<file path="config.mk">
export PLATFORM = sky130hd
export DESIGN_NAME = core_seq_flat
export DESIGN_NICKNAME = d
export VERILOG_FILES = /design/src/rtl/core_seq_pkg.sv /design/src/rtl/core_seq_if.sv /design/src/rtl/core_seq_mem_wait_timer.sv /design/src/rtl/core_seq.sv /design/src/flat_wrapper.sv
export SDC_FILE = /design/constraint.sdc
export NUM_CORES = 1
export LEC_CHECK = 0
export ABC_AREA = 1
export CORE_MARGIN = 4
export CORE_UTILIZATION = 52
export CTS_BUF_LIST = sky130_fd_sc_hd__clkbuf_4 sky130_fd_sc_hd__clkbuf_8 sky130_fd_sc_hd__clkbuf_16
export DETAILED_ROUTE_END_ITERATION = 10
export PLACE_DENSITY = 0.81
export SETUP_SLACK_MARGIN = 0.15
export SKIP_LAST_GASP = 1
export SYNTH_ARGS = -nofsm -noshare
export SYNTH_HDL_FRONTEND = slang
export SYNTH_SLANG_ARGS = --single-unit
</file>
<file path="constraint.sdc">
create_clock -name clk -period 1.7 [get_ports clk]
set_input_delay 0.34 -clock clk [delete_from_list [all_inputs] [get_ports clk]]
set_output_delay 0.34 -clock clk [all_outputs]
set_load 0.01 [all_outputs]
</file>
<file path="src/rtl/core_seq_pkg.sv">
// Shared definitions for the multi-cycle RV32I sequencer: state and trap-cause
// encodings, opcode constants and instruction-format tags.
package core_seq_pkg;

    typedef enum logic [2:0] {
        ST_IDLE   = 3'd0,
        ST_FETCH  = 3'd1,
        ST_DECODE = 3'd2,
        ST_EXEC   = 3'd3,
        ST_MEM    = 3'd4,
        ST_WB     = 3'd5,
        ST_TRAP   = 3'd6
    } state_t;

    typedef enum logic [1:0] {
        CAUSE_NONE     = 2'b00,
        CAUSE_ILLEGAL  = 2'b01,
        CAUSE_IMEM_TO  = 2'b10,
        CAUSE_DMEM_TO  = 2'b11
    } cause_t;

    typedef enum logic [2:0] {
        FMT_R, FMT_I, FMT_S, FMT_B, FMT_U, FMT_J
    } inst_fmt_t;

    localparam logic [6:0] OP_LUI    = 7'b0110111;
    localparam logic [6:0] OP_AUIPC  = 7'b0010111;
    localparam logic [6:0] OP_JAL    = 7'b1101111;
    localparam logic [6:0] OP_JALR   = 7'b1100111;
    localparam logic [6:0] OP_BRANCH = 7'b1100011;
    localparam logic [6:0] OP_LOAD   = 7'b0000011;
    localparam logic [6:0] OP_STORE  = 7'b0100011;
    localparam logic [6:0] OP_IMM    = 7'b0010011;
    localparam logic [6:0] OP_OP     = 7'b0110011;

    // Only the base integer opcodes are executed; FENCE/SYSTEM and the rest trap.
    function automatic logic is_legal_op(input logic [6:0] op);
        case (op)
            OP_LUI, OP_AUIPC, OP_JAL, OP_JALR, OP_BRANCH,
            OP_LOAD, OP_STORE, OP_IMM, OP_OP: return 1'b1;
            default:                          return 1'b0;
        endcase
    endfunction

endpackage

</file>
<file path="src/rtl/core_seq_if.sv">
// Instruction/data memory request-ready handshake between the sequencer
// (master) and the memory subsystem (slave).
interface core_seq_if;
    logic imem_req;
    logic imem_ready;
    logic dmem_req;
    logic dmem_we;
    logic dmem_ready;

    modport master (
        output imem_req, dmem_req, dmem_we,
        input  imem_ready, dmem_ready
    );

    modport slave (
        input  imem_req, dmem_req, dmem_we,
        output imem_ready, dmem_ready
    );
endinterface

</file>
<file path="src/rtl/core_seq_mem_wait_timer.sv">
// Counts consecutive wait cycles of a memory access and flags expiry on the
// cycle the count would reach TIMEOUT without a ready; TIMEOUT=0 never expires.
module core_seq_mem_wait_timer #(
    parameter int TIMEOUT = 64
) (
    input  logic clk,
    input  logic rst_n,
    input  logic active,
    input  logic ready,
    output logic expired
);

    generate
        if (TIMEOUT == 0) begin : g_no_timeout
            assign expired = 1'b0;
        end else begin : g_timeout
            localparam int CW = (TIMEOUT > 1) ? $clog2(TIMEOUT) : 1;
            localparam logic [CW-1:0] LAST = CW'(TIMEOUT - 1);

            logic [CW-1:0] count_reg;

            // Clearing while idle or on ready means every new access starts at zero.
            always_ff @(posedge clk or negedge rst_n) begin
                if (!rst_n) begin
                    count_reg <= '0;
                end else if (!active || ready) begin
                    count_reg <= '0;
                end else begin
                    count_reg <= count_reg + CW'(1);
                end
            end

            assign expired = active && !ready && (count_reg == LAST);
        end
    endgenerate

endmodule

</file>
<file path="src/rtl/core_seq.sv">
// Multi-cycle FETCH/DECODE/EXEC/MEM/WB sequencer: gates datapath write enables
// by phase, runs the memory handshakes, traps on faults and counts retirements.
module core_seq
    import core_seq_pkg::*;
#(
    parameter int TIMEOUT = 64,
    parameter int CNT_W   = 32
) (
    input  logic             clk,
    input  logic             rst_n,
    input  logic             halt_req,
    input  logic [6:0]       inst_op,
    input  logic             ctrl_reg_wen,
    input  logic             ctrl_mem_w,
    core_seq_if.master       mem,
    output logic             ir_we,
    output logic             pc_we,
    output logic             rf_we,
    output logic             retire,
    output logic             halted,
    output logic             trap,
    output logic [1:0]       trap_cause,
    output logic [CNT_W-1:0] instret,
    output logic [2:0]       state
);

    state_t           state_reg, state_next;
    cause_t           cause_reg, cause_next;
    logic [CNT_W-1:0] instret_reg;
    state_t           after_retire;
    logic             wait_active;
    logic             wait_ready;
    logic             wait_expired;

    // halt_req only matters at an instruction boundary.
    assign after_retire = halt_req ? ST_IDLE : ST_FETCH;
    assign wait_active  = (state_reg == ST_FETCH) || (state_reg == ST_MEM);
    assign wait_ready   = (state_reg == ST_FETCH) ? mem.imem_ready : mem.dmem_ready;

    core_seq_mem_wait_timer #(
        .TIMEOUT (TIMEOUT)
    ) u_timer (
        .clk     (clk),
        .rst_n   (rst_n),
        .active  (wait_active),
        .ready   (wait_ready),
        .expired (wait_expired)
    );

    always_comb begin
        state_next   = state_reg;
        cause_next   = cause_reg;
        mem.imem_req = 1'b0;
        mem.dmem_req = 1'b0;
        mem.dmem_we  = 1'b0;
        ir_we        = 1'b0;
        pc_we        = 1'b0;
        rf_we        = 1'b0;
        retire       = 1'b0;

        case (state_reg)
            ST_IDLE: begin
                if (!halt_req) state_next = ST_FETCH;
            end
            ST_FETCH: begin
                mem.imem_req = 1'b1;
                if (mem.imem_ready) begin
                    ir_we      = 1'b1;
                    state_next = ST_DECODE;
                end else if (wait_expired) begin
                    state_next = ST_TRAP;
                    cause_next = CAUSE_IMEM_TO;
                end
            end
            ST_DECODE: begin
                if (is_legal_op(inst_op)) begin
                    state_next = ST_EXEC;
                end else begin
                    state_next = ST_TRAP;
                    cause_next = CAUSE_ILLEGAL;
                end
            end
            ST_EXEC: begin
                case (inst_op)
                    OP_LOAD, OP_STORE: state_next = ST_MEM;
                    OP_BRANCH: begin
                        pc_we      = 1'b1;
                        retire     = 1'b1;
                        state_next = after_retire;
                    end
                    default: state_next = ST_WB;
                endcase
            end
            ST_MEM: begin
                mem.dmem_req = 1'b1;
                mem.dmem_we  = ctrl_mem_w;
                if (mem.dmem_ready) begin
                    if (ctrl_mem_w) begin
                        pc_we      = 1'b1;
                        retire     = 1'b1;
                        state_next = after_retire;
                    end else begin
                        state_next = ST_WB;
                    end
                end else if (wait_expired) begin
                    state_next = ST_TRAP;
                    cause_next = CAUSE_DMEM_TO;
                end
            end
            ST_WB: begin
                rf_we      = ctrl_reg_wen;
                pc_we      = 1'b1;
                retire     = 1'b1;
                state_next = after_retire;
            end
            ST_TRAP: ;
            default: state_next = ST_IDLE;
        endcase
    end

    always_ff @(posedge clk or negedge rst_n) begin
        if (!rst_n) begin
            state_reg   <= ST_IDLE;
            cause_reg   <= CAUSE_NONE;
            instret_reg <= '0;
        end else begin
            state_reg <= state_next;
            cause_reg <= cause_next;
            if (retire) instret_reg <= instret_reg + CNT_W'(1);
        end
    end

    assign halted     = (state_reg == ST_IDLE) && halt_req;
    assign trap       = (state_reg == ST_TRAP);
    assign trap_cause = cause_reg;
    assign instret    = instret_reg;
    assign state      = state_reg;

endmodule

</file>
<file path="src/flat_wrapper.sv">
// flat-port wrapper written by rule: the top's interface ports become plain ports
module core_seq_flat import core_seq_pkg::*;
#(
    parameter int TIMEOUT = 64,
    parameter int CNT_W   = 32
)
  (clk, rst_n, halt_req, inst_op, ctrl_reg_wen, ctrl_mem_w, ir_we, pc_we, rf_we, retire, halted, trap, trap_cause, instret, state, mem_imem_req, mem_dmem_req, mem_dmem_we, mem_imem_ready, mem_dmem_ready);
  core_seq_if mem_i ();
  input  logic clk;
  input  logic rst_n;
  input  logic halt_req;
  input  logic [6:0] inst_op;
  input  logic ctrl_reg_wen;
  input  logic ctrl_mem_w;
  output logic ir_we;
  output logic pc_we;
  output logic rf_we;
  output logic retire;
  output logic halted;
  output logic trap;
  output logic [1:0] trap_cause;
  output logic [CNT_W-1:0] instret;
  output logic [2:0] state;
  output wire logic [$bits(mem_i.imem_req)-1:0] mem_imem_req;
  output wire logic [$bits(mem_i.dmem_req)-1:0] mem_dmem_req;
  output wire logic [$bits(mem_i.dmem_we)-1:0] mem_dmem_we;
  input wire logic [$bits(mem_i.imem_ready)-1:0] mem_imem_ready;
  input wire logic [$bits(mem_i.dmem_ready)-1:0] mem_dmem_ready;
  assign mem_imem_req = mem_i.imem_req;
  assign mem_dmem_req = mem_i.dmem_req;
  assign mem_dmem_we = mem_i.dmem_we;
  assign mem_i.imem_ready = mem_imem_ready;
  assign mem_i.dmem_ready = mem_dmem_ready;
  core_seq #(.TIMEOUT(TIMEOUT), .CNT_W(CNT_W)) u_core (.clk(clk), .rst_n(rst_n), .halt_req(halt_req), .inst_op(inst_op), .ctrl_reg_wen(ctrl_reg_wen), .ctrl_mem_w(ctrl_mem_w), .mem(mem_i), .ir_we(ir_we), .pc_we(pc_we), .rf_we(rf_we), .retire(retire), .halted(halted), .trap(trap), .trap_cause(trap_cause), .instret(instret), .state(state));
endmodule
</file>
======== Word level (Yosys, flattened, before mapping) ========
Cells that the tools add are included.
operators by class
  add/sub/neg operators ................... 2
  equality and inequality tests ........... 22
  multiplexer cells ....................... 29
  bitwise operators ....................... 1
  reductions and logical operators ........ 13
operators by type and width
  cell                                                  count
  adder 32 x 1 -> 32 bit (second input constant)        1
  equality test 7 x 6 -> 1 bit (second input constant)  3
  equality test 7 bit (second input constant)           3
  one-hot mux 3 bit (7 select lines)                    1
  2-to-1 mux 3 bit                                      6
  equality test 7 x 5 -> 1 bit (second input constant)  2
  2-to-1 mux 1 bit                                      13
  != test 2 bit (second input constant)                 6
  2-to-1 mux 2 bit                                      5
  equality test 3 bit (second input constant)           3
  OR reduction 9 bit                                    1
  equality test 7 x 2 -> 1 bit (second input constant)  1
  adder 6 x 1 -> 6 bit (second input constant)          1
  equality test 3 x 2 -> 1 bit (second input constant)  2
  equality test 6 bit (second input constant)           1
  2-to-1 mux 6 bit                                      1
  one-hot mux 2 bit (3 select lines)                    1
  one-hot mux 3 bit (2 select lines)                    1
  AND reduction 6 bit                                   1
  equality test 3 x 1 -> 1 bit (second input constant)  1
  logical AND 1 bit                                     3
  zero test 3 bit                                       1
  one-hot mux 1 bit (3 select lines)                    1
  nonzero test 3 bit                                    1
  other kinds (5)                                       7
storage, ports and cells
  bits in registers ....................... 43
  bits of input ports ..................... 14
  output and inout bits ................... 46

======== Depth between registers and ports, before layout ========
  depth after elaboration ................. 8
  mapped depth ............................ 10
  mapped depth without buffers ............ 10

======== Modules after synthesis ========
Synthesis repeated with hierarchy kept, for this count alone.
unflattened totals
  cell total of the unflattened synthesis .. 378
  area total of the unflattened synthesis .. 2630.0 um^2
modules (own cells, without submodules)
  module                   times used  cells an instance  area an instance (um^2)
  core_seq                 1           340                2318.5
  core_seq_mem_wait_timer  1           38                 311.5

======== Worst setup path before layout ========
Ideal clock, no wire load.
  path kind ............................... flip-flop to output port
  start ................................... reg u_core.state_reg[0] (netlist: u_core.state[0])
  end ..................................... out retire
  arrival ................................. 1.310 ns
  data required time ...................... 1.360 ns
  slack ................................... 0.050 ns
  stages on the path, launching flop included .. 9
  path buffers ............................ 4
  cell sequence ........................... dfrtp_1 > buf_6 > inv_4 > nor3_4 > nand3_1 > nand2_1 > buf_6 > buf_6 > buf_4
on the way
  cells in the longest elaborated chain, start to end .. 2
ends and longest elaborated chain
  what                                                                 RTL line            RTL
  start, declared                                                      core_seq.sv:27      state_t state_reg, state_next;
  start signal, assigned                                               core_seq.sv:127     state_reg <= state_next;
  equality test 3 bit or equality test 3 x 2 -> 1 bit (tied branches)  -
  one-hot mux 1 bit (3 select lines) *                                 -
  end, declared                                                        flat_wrapper.sv:18  output logic retire;
Mark *: on every way between the ends. The rest lies on a longest branch, timed or not.

======== Final worst setup path ========
  start ................................... in inst_op[2]
  end ..................................... reg u_core.state_reg[0] (netlist: u_core.state[0])
on the way
  cells in the longest elaborated chain, start to end .. 6
ends and longest elaborated chain
  what                                                        RTL line            RTL
  start, declared                                             flat_wrapper.sv:12  input logic [6:0] inst_op;
  equality test 7 x 6 -> 1 bit, or another cell as far along  core_seq_pkg.sv:38  case (op)
  OR reduction 9 bit                                          core_seq_pkg.sv:38
  2-to-1 mux 1 bit                                            core_seq_pkg.sv:38
  2-to-1 mux 1 bit                                            core_seq.sv:61      case (state_reg)
  2-to-1 mux 3 bit                                            core_seq.sv:76      if (is_legal_op(inst_op)) begin
  one-hot mux 3 bit (7 select lines) *                        core_seq.sv:61
Mark *: on every way between the ends. The rest lies on a longest branch, timed or not. The select of a mux whose other input is x is not followed.
A chain may end at the register's enable or synchronous reset.

==> results_dict.tcl <==
set metrics [dict create \
    drc 0 \
    max_slew.worst_pin.slew_ps 448 \
    wl_per_cell_um 16.2 \
    utilization 0.858 \
    clockBufferDepth 2 \
    area_delta_synth_final_pct 56.7 \
    synth.top_cell.area_share 0.378 \
    cp.arrival_ps 2010 \
    skew_ps 2.65 \
    p_leak_nw 2.48 \
    detail-route-antenna-nets 0 \
    grt_max_degree 27 \
    cts_buffers 5 \
    startpoint_type "input port" \
    async_flop_share 1.00 \
    core-area_um2 5200 \
    largest_reg_flops 32 \
    synth-main-ff-cell "dfrtp_1" \
    synthDistinctLibCells 29 \
    synth_nets 448 \
    clock_latency_ps 300 \
    violations "setup timing" \
    syn_area_um2 2850 \
    yosys_warnings 0 \
    start_util 0.547 \
    drtIter0Drc 301 \
    ioPinCount 60 \
    dieArea_um2 6730 \
    avgSynthCellArea_um2 6.59 \
    diodes 0 \
    place_hpwl_um 5800 \
    synthCells 432 \
    synth_area_leaders "dfrtp_1, nand2_1, nor2_1" \
    wl_um 10400 \
    slew_headroom 0.698 \
    numPortBuffers 59 \
    place_inst 585 \
    finalPower_mw 1.82 \
    peakVddDrop_mv 0.450 \
    synth_most_common_cell "nand2_1" \
    final_hold_viol_count 0 \
    fin_crit_ps 1820 \
    grt_antenna_before_repair 0 \
    cts_max_level 2 \
    worst_slack_ps -117 \
    viasPerCell 5.57 \
    grt_pass1_vias 3380 \
    synth-edff-count 0 \
    status "finished, violations left" \
    yosysTopAreaCell "dfrtp_1" \
    critPathMaxFanout 2 \
    grt_pass1_wl_um 15400 \
    cts.sinks 43 \
    rows 26 \
    cts_tree "yes" \
    maxCapViolCount 0 \
    setup_violations 22 \
    die_y_um 82.0 \
    fmax_ghz 0.550 \
    ys_seq_elements 43 \
    crit_type "input port to flop" \
    synth_common_cells "nand2_1, nor2_1, dfrtp_1, inv_1, nand3_1" \
    power_density_nw_per_um2 408 \
    fin_tns_setup_ps -890 \
    fin_cells 643 \
    end_kind "flop" \
    drive_above_1_share 0.277 \
    chipWidth_um 82.0 \
    cts.clk_slew.worst_paths_ps 90 \
    track_usage 0.295 \
    yosysSeqAreaShare 0.378 \
    required_ps 1890 \
    rsz0062_at_grt "true" \
    holdCritPathClass "flop to flop" \
    root_buffer "clkbuf_8" \
    dr.pass1.iters 6 \
    nets 588 \
    pre_cts_ws_ps -437 \
    place_congestion 0.944 \
    finalCritPeriodShare 1.07 \
    vias 3584 \
    report.final.slew_viol_count 0 \
    overflow 0 \
]
==> report_power, final <==
group / leakage [nW] / total, mW / internal, mW / switching, mW
Combinational: 1.89 / 0.116 / 0.0572 / 0.0591
Sequential: 0.549 / 1.02 / 1.02 / 0
Clock: 0.0408 / 0.684 / 0.294 / 0.390
Total: 2.48 / 1.82 / 1.37 / 0.449
==> metal layers <==
metal | vias up | wire length (um) | track usage | part of all wire
li1 | 1631 | - | - | -
met1 | 1630 | 3880 | 0.332 | 0.37
met2 | 255 | 5210 | 0.525 | 0.50
met3 | 68 | 850 | 0.0603 | 0.081
met4 | 0 | 502 | 0.151 | 0.048
met5 | - | 0 | 0 | 0
==> layout by cell type, fill, tap and decap left out, types with 5 or more instances in the layout <==
master           instances
nand2_1                169
buf_4                   66
nor2_1                  58
inv_1                   40
dfrtp_1                 36
dlygate4sd2_1           24
nand3_1                 18
dlymetal6s2s_1          13
buf_6                   12
clkdlybuf4s50_1          9
buf_2                    9
nor2_2                   8
nand4_1                  8
nand3b_1                 8
xnor2_1                  7
dfrtp_2                  7
nand3_2                  6
o21ai_1                  6
nor2_4                   5
nand2_2                  5
xor2_1                   5
clkbuf_8                 5
==> final timing paths <==
check / from / to / slack (ps) / cells after the start
hold / removal: u_core.u_timer.g_timeout.count_reg[0]$_DFF_PN0_ / u_core.u_timer.g_timeout.count_reg[0]$_DFF_PN0_ / 460 / 1
min in group asynchronous: rst_n / u_core.instret[6]$_DFFE_PN0P_ / 490 / 2
hold reg to reg: u_core.u_timer.g_timeout.count_reg[0]$_DFF_PN0_ / u_core.u_timer.g_timeout.count_reg[0]$_DFF_PN0_ / 460 / 1
max in group asynchronous: rst_n / u_core.instret[15]$_DFFE_PN0P_ / 710 / 3
setup reg to reg: u_core.state[2]$_DFFE_PN0P_ / u_core.state[0]$_DFFE_PN0P_ / -80 / 10
setup / recovery: inst_op[2] / u_core.state[0]$_DFFE_PN0P_ / -120 / 12
==> final cells by class <==
class	count	area [um^2]
Multi-Input combinational cell	335	1730
Tap cell	70	87.6
Clock buffer	5	68.8
Clock inverter	3	23.8
Timing Repair Buffer	140	1280
Fill cell	290	739
Inverter	47	189
Sequential cell	43	1080
==> per-stage QoR <==
| stage | hold WS (ps) | area [um^2] |
|---|---|---|
| 6_report | 460 | 4470 |
| 5_1_grt | 505 | 4470 |
| 3_3_place_gp | 293 | 3690 |
| 2_1_floorplan | 44.4 | 2850 |
| 3_5_place_dp | 295 | 3690 |
| 4_1_cts | 467 | 4230 |
==> critical path, stage by stage <==
cell and delay (ps):
clkdlybuf4s50_1 470, nor3_2 190, buf_4 150, buf_4 90, buf_4 90, buf_4 100
buf_4 110, nand3_1 80, nand2_1 90, nand3_1 100, nor2_1 150, nor2_1 60
==> timing repair <==
| item | CTS | global route |
|---|---|---|
| gates cloned | 2 | 1 |
| setup endpoints to repair | 76 | 66 |
| gates resized for setup | 119 | 54 |
| endpoints found under the hold margin | 17 | 0 |
| buffers inserted | 43 | 3 |
| pin swaps | 12 | 16 |
| hold buffers | 1 | 0 |
==> kinds of logic after synthesis <==
kind of cell / Yosys count / synth area share
XOR/XNOR: 13 / 0.0426
buffers and inverters: 54 / 0.0900
AND/OR/NAND/NOR: 304 / 0.453
adder cells (fa/ha/maj): 2 / 0.00878
AO/OA/AOI/OAI: 16 / 0.0281
flip-flops: 43 / 0.378
No activity file was read; power rests on OpenSTA's default activity.
